**src/rtl/hs_capture_ctrl_pkg.sv**
```systemverilog
// rtl/hs_capture_ctrl_pkg.sv - shared types for the host capture controller
//
// Holds the handshake FSM state type used by hs_capture_ctrl.
//   ST_IDLE : waiting for a synchronized request with a free holding register
//   ST_ACK  : word captured, ack_out high until the host drops its request

package hs_capture_ctrl_pkg;

  typedef enum logic {
    ST_IDLE = 1'b0,
    ST_ACK  = 1'b1
  } hs_state_e;

endpackage : hs_capture_ctrl_pkg

```
**src/rtl/hs_capture_ctrl_sync.sv**
```systemverilog
// rtl/hs_capture_ctrl_sync.sv - multi-flop synchronizer with clock enable
//
// Ports:
//   clk   in            destination clock
//   rstb  in            asynchronous active-low reset, clears every stage
//   ena   in            clock enable; when low the whole chain holds
//   d     in  [WIDTH]   asynchronous input
//   q     out [WIDTH]   output of the last stage, STAGES enabled edges behind d

module hs_capture_ctrl_sync #(
  parameter int WIDTH  = 1,
  parameter int STAGES = 2
) (
  input  logic             clk,
  input  logic             rstb,
  input  logic             ena,
  input  logic [WIDTH-1:0] d,
  output logic [WIDTH-1:0] q
);

  logic [WIDTH-1:0] chain [STAGES];

  always_ff @(posedge clk or negedge rstb) begin
    if (!rstb) begin
      for (int i = 0; i < STAGES; i++) begin
        chain[i] <= '0;
      end
    end else if (ena) begin
      chain[0] <= d;
      for (int i = 1; i < STAGES; i++) begin
        chain[i] <= chain[i-1];
      end
    end
  end

  assign q = chain[STAGES-1];

endmodule : hs_capture_ctrl_sync

```
**src/rtl/hs_capture_ctrl.sv**
```systemverilog
// rtl/hs_capture_ctrl.sv - 4-phase req/ack receiver feeding a valid/ready stream
//
// Ports:
//   clk         in             system clock
//   rstb        in             asynchronous active-low reset
//   ena         in             clock enable; when low all state holds
//   req_in      in             asynchronous host request
//   data_in     in  [WIDTH]    host data, bundled with req_in (never synchronized)
//   ack_out     out            registered acknowledge to the host
//   dout        out [WIDTH]    captured word
//   dout_valid  out            dout holds an unconsumed word
//   dout_ready  in             downstream takes dout when valid && ready
//   busy        out            registered, high whenever the FSM is not idle
//   xfer_count  out [CNT_W]    words captured since reset, wraps

module hs_capture_ctrl
  import hs_capture_ctrl_pkg::*;
#(
  parameter int WIDTH  = 8,
  parameter int STAGES = 2,
  parameter int CNT_W  = 8
) (
  input  logic             clk,
  input  logic             rstb,
  input  logic             ena,
  input  logic             req_in,
  input  logic [WIDTH-1:0] data_in,
  output logic             ack_out,
  output logic [WIDTH-1:0] dout,
  output logic             dout_valid,
  input  logic             dout_ready,
  output logic             busy,
  output logic [CNT_W-1:0] xfer_count
);

  hs_state_e state;
  hs_state_e state_nxt;
  logic      req_s;
  logic      buf_free;
  logic      consume;
  logic      capture;

  // Only the strobe crosses domains; data_in is held stable by the host
  // from req rise until it sees ack, so it is sampled directly.
  hs_capture_ctrl_sync #(
    .WIDTH  (1),
    .STAGES (STAGES)
  ) u_req_sync (
    .clk  (clk),
    .rstb (rstb),
    .ena  (ena),
    .d    (req_in),
    .q    (req_s)
  );

  // A full register that is being drained this cycle counts as free, so a
  // consume and a capture can share one edge without losing a word.
  assign buf_free = !dout_valid || dout_ready;
  assign consume  = dout_valid && dout_ready;

  always_comb begin
    state_nxt = state;
    capture   = 1'b0;
    case (state)
      ST_IDLE: begin
        // With the register full the request is simply left unanswered;
        // the host stalls on ack, which is the backpressure path.
        if (req_s && buf_free) begin
          capture   = 1'b1;
          state_nxt = ST_ACK;
        end
      end
      ST_ACK: begin
        if (!req_s) begin
          state_nxt = ST_IDLE;
        end
      end
      default: state_nxt = ST_IDLE;
    endcase
  end

  // ack_out and busy are registered from the next state so they change on
  // the same edge as the state itself.
  always_ff @(posedge clk or negedge rstb) begin
    if (!rstb) begin
      state   <= ST_IDLE;
      ack_out <= 1'b0;
      busy    <= 1'b0;
    end else if (ena) begin
      state   <= state_nxt;
      ack_out <= (state_nxt == ST_ACK);
      busy    <= (state_nxt != ST_IDLE);
    end
  end

  always_ff @(posedge clk or negedge rstb) begin
    if (!rstb) begin
      dout       <= '0;
      dout_valid <= 1'b0;
      xfer_count <= '0;
    end else if (ena) begin
      if (capture) begin
        dout       <= data_in;
        dout_valid <= 1'b1;
        xfer_count <= xfer_count + CNT_W'(1);
      end else if (consume) begin
        // dout keeps the stale word; only the valid flag drops.
        dout_valid <= 1'b0;
      end
    end
  end

endmodule : hs_capture_ctrl

```
**config.mk**
```make
export PLATFORM = sky130hd
export DESIGN_NAME = hs_capture_ctrl
export DESIGN_NICKNAME = d
export VERILOG_FILES = /design/src/rtl/hs_capture_ctrl_pkg.sv /design/src/rtl/hs_capture_ctrl_sync.sv /design/src/rtl/hs_capture_ctrl.sv
export SDC_FILE = /design/constraint.sdc
export NUM_CORES = 1
export LEC_CHECK = 0
export ABC_AREA = 1
export CAP_MARGIN = 0
export CORE_MARGIN = 10
export CORE_UTILIZATION = 43
export DETAILED_ROUTE_END_ITERATION = 8
export PLACE_DENSITY_LB_ADDON = 0.2
export REMOVE_ABC_BUFFERS = 1
export SKIP_LAST_GASP = 1
export SLEW_MARGIN = 20
export SYNTH_ARGS = -nofsm -noshare
export SYNTH_HDL_FRONTEND = slang
export SYNTH_SLANG_ARGS = --single-unit
```
**constraint.sdc**
```tcl
create_clock -name clk -period 1.39 [get_ports clk]
set_input_delay 0.278 -clock clk [delete_from_list [all_inputs] [get_ports clk]]
set_output_delay 0.278 -clock clk [all_outputs]
set_load 0.05 [all_outputs]
```
==> impl_results.md <==
* Status: complete, no violations
* Top Ports at 32
* FF+latch count, synth at 20
* Slew headroom at 81.0%
* CTS clk-pin slew, worst paths at 0.12 ns
* Max IR drop VDD at 0.00178 V
* Final worst-path cycle share at 93.4%
* Initial Util at 46.0%
* Slew Limit Fails at 0
* Synth cell types at 17
* Nets@finish at 162
* Worst path cell trace: buf_12
* Sequential power share at 31.7%
* Mapped cell area at 911 µm²
* Setup TNS at 0 ns
* Worst r2r path cells at 6
* Initial antenna violation count at 0
* Routed Antenna Nets at 0
* Leak Pwr at 0.750 nW
* CTS Buf Count at 3
* CTS tree: yes
* Clock skew at 0.00511 ns
* Max Cap Viol at 0
* WL final at 2370 µm
* R2r startpoint: state
* Worst reg2reg endpoint: xfer_count[7]
* Total gr overflow at 0
* Buf/Inv on CP at 1
* WP data required at 1.11 ns
* Dpl hpwl at 1840 µm
* First-pass GRT wire length at 4040 µm
* Power density cells at 2060 mW/mm²
* Tot Pwr at 0.00316 W
* Ys Warns at 0
* Comb pwr share at 53.0%
* Max Freq at 770 MHz
* Skew-Pair Late Insertion Delay at 0.31 ns
* Vias in the first global route at 869
* Slowest cell on crit path: dfrtp_1
* Routability cong. at 0.839
* H-Tree Depth at 1
* Port Buffer Count at 31
* Routed WL per cell at 13.6 µm
* Worst hold margin at 0.286 ns
* Die extent in y at 66.0 µm
* Die Area at 0.00436 mm²
* Largest net degree at the start of global routing at 21
* Sequential share of the synthesized area at 54.9%
* Die Width at 66.0 µm
* Worst Max-Slew Pin Slew at 0.285 ns
* HP Class: primary input to asynchronous set/reset pin
* Share of post-route cells with drive strength above 1 at 22.4%
* Placed Cells at 170
* Vias per cell at 4.73
* Crit path kind: flop to output port
* CP top delay family: flip-flops
* Critical Path Sink Type: output port
* P&R area growth vs syn at 68.3%
* Hold Vio Cnt, Final at 0
* Tmin final at 1.30 ns
* Root Buffer: clkbuf_4
* Reg-to-reg slack, setup at 0.13 ns
* Max clock buf depth at 2
* Drt pass-1 iters at 4
* Final Instance Count excl. Fillers at 174
* Synth Instances at 109
* # clock sinks at 20
* Antenna cells at 0
* Switching share of power at 41.6%
* Residual DRC at 0
* CP startpoint kind: flop
* Clk pwr share at 15.2%
* Setup Viol. Count Final at 0
* Worst Path Arrival at 1.02 ns
* Cell-internal power at 0.00185 W
* Site Rows at 16
* Max stage delay on crit path at 0.52 ns
* Total track usage at 11.7%
* Switching Power at 0.00132 W
* Routed vias at 823
* Crit-path max FO at 6
* First DRT Iteration DRCs at 27
* Core area at 0.00198 mm²
* RSZ-0062 raised after global routing: no
* Mapped Avg Cell Area at 8.36 µm²
repair_timing:
action | in CTS | in global routing
gates resized for setup | 0 | 1
setup buffers | 0 | 0
endpoints found under the setup margin | 0 | 2
hold buffers | 0 | 0
synthesized netlist by cell type:
cell type | number | share of area (%)
xor2_1 | 1 | 0.96
nand3b_1 | 1 | 0.82
nand2_1 | 50 | 21
buf_6 | 1 | 1.2
nor2_1 | 5 | 2.1
nor2_4 | 1 | 1.2
dfrtp_1 | 20 | 55
nand4_1 | 2 | 1.4
o21ai_0 | 5 | 2.7
nand3_2 | 1 | 1.1
nand3_1 | 6 | 3.3
ha_1 | 1 | 1.4
buf_4 | 1 | 0.82
buf_2 | 1 | 0.55
inv_1 | 11 | 4.5
xnor2_1 | 1 | 0.96
nand4_2 | 1 | 1.4
metrics by stage:
stage,cell area [µm²],utilization (%),setup slack [ns]
3_3_place_gp,1480,74.6,-0.153
4_1_cts,1530,77.3,0.0850
3_5_place_dp,1480,74.6,-0.206
5_1_grt,1530,77.3,0.0317
2_1_floorplan,887,-,-0.257
6_report,1530,77.3,0.0918
how the worst max path moves through the flow:
stage                        from            end  cells after the start
global route                state  xfer_count[3]                      6
global placement              ena  xfer_count[0]                      5
floorplan                   state  xfer_count[3]                      4
CTS                 xfer_count[2]  xfer_count[2]                      1
finish              xfer_count[2]  xfer_count[2]                      1
detailed placement            ena  xfer_count[4]                      6
layer usage:
metal	routed length, µm	GRT usage [%]
met1	950	12.3
met3	177	4.58
met4	51	6.28
met2	1190	19.8
met5	0	0
registers in the layout, indices dropped and copies added (netlist names):
register,cells
dout_valid,1
state,1
dout,8
xfer_count,8
u_req_sync.q,1
u_req_sync.chain,1
logic make-up (layout without fill, tap and decap cells):
logic type	Yosys count	after routing	share of synthesized area (%)
xor gates and xnor gates	2	2	1.92
and+or+nand+nor	67	67	31.9
DFF	20	20	54.9
buffers and inverters	14	52	7.14
adders and majority gates	1	1	1.37
AOI/OAI and AO/OA	5	5	2.75
area by class of cell:
cell class	count	area, µm²
tap	27	33.8
multi-input combinational	75	345
clock buffer	3	22.5
sequential	20	502
inverter	11	41.3
timing repair buffer	37	558
clock inverter	1	30.0
fill	116	449
layout by cell type, fill, tap and decap left out, drive strengths merged:
cell type | synthesis | routed
nand4 | 3 | 3
o21ai | 5 | 5
ha | 1 | 1
nand3b | 1 | 1
xor2 | 1 | 1
clkdlybuf4s50 | 0 | 12
clkbuf | 0 | 3
bufinv | 0 | 1
inv | 11 | 11
nor2 | 6 | 6
dfrtp | 20 | 20
xnor2 | 1 | 1
nand2 | 50 | 50
nand3 | 7 | 7
buf | 3 | 25
power groups by stage:
stage               sequential [W]  combinational [W]  clock, W
finish                     0.00100            0.00168  0.000482
global route               0.00103            0.00177  0.000510
CTS                       0.000999            0.00170  0.000487
detailed placement         0.00101            0.00169         0
global placement          0.000994            0.00167         0
floorplan                  0.00149           0.000233         0
Note: power is estimated with default switching activity, not from simulation.
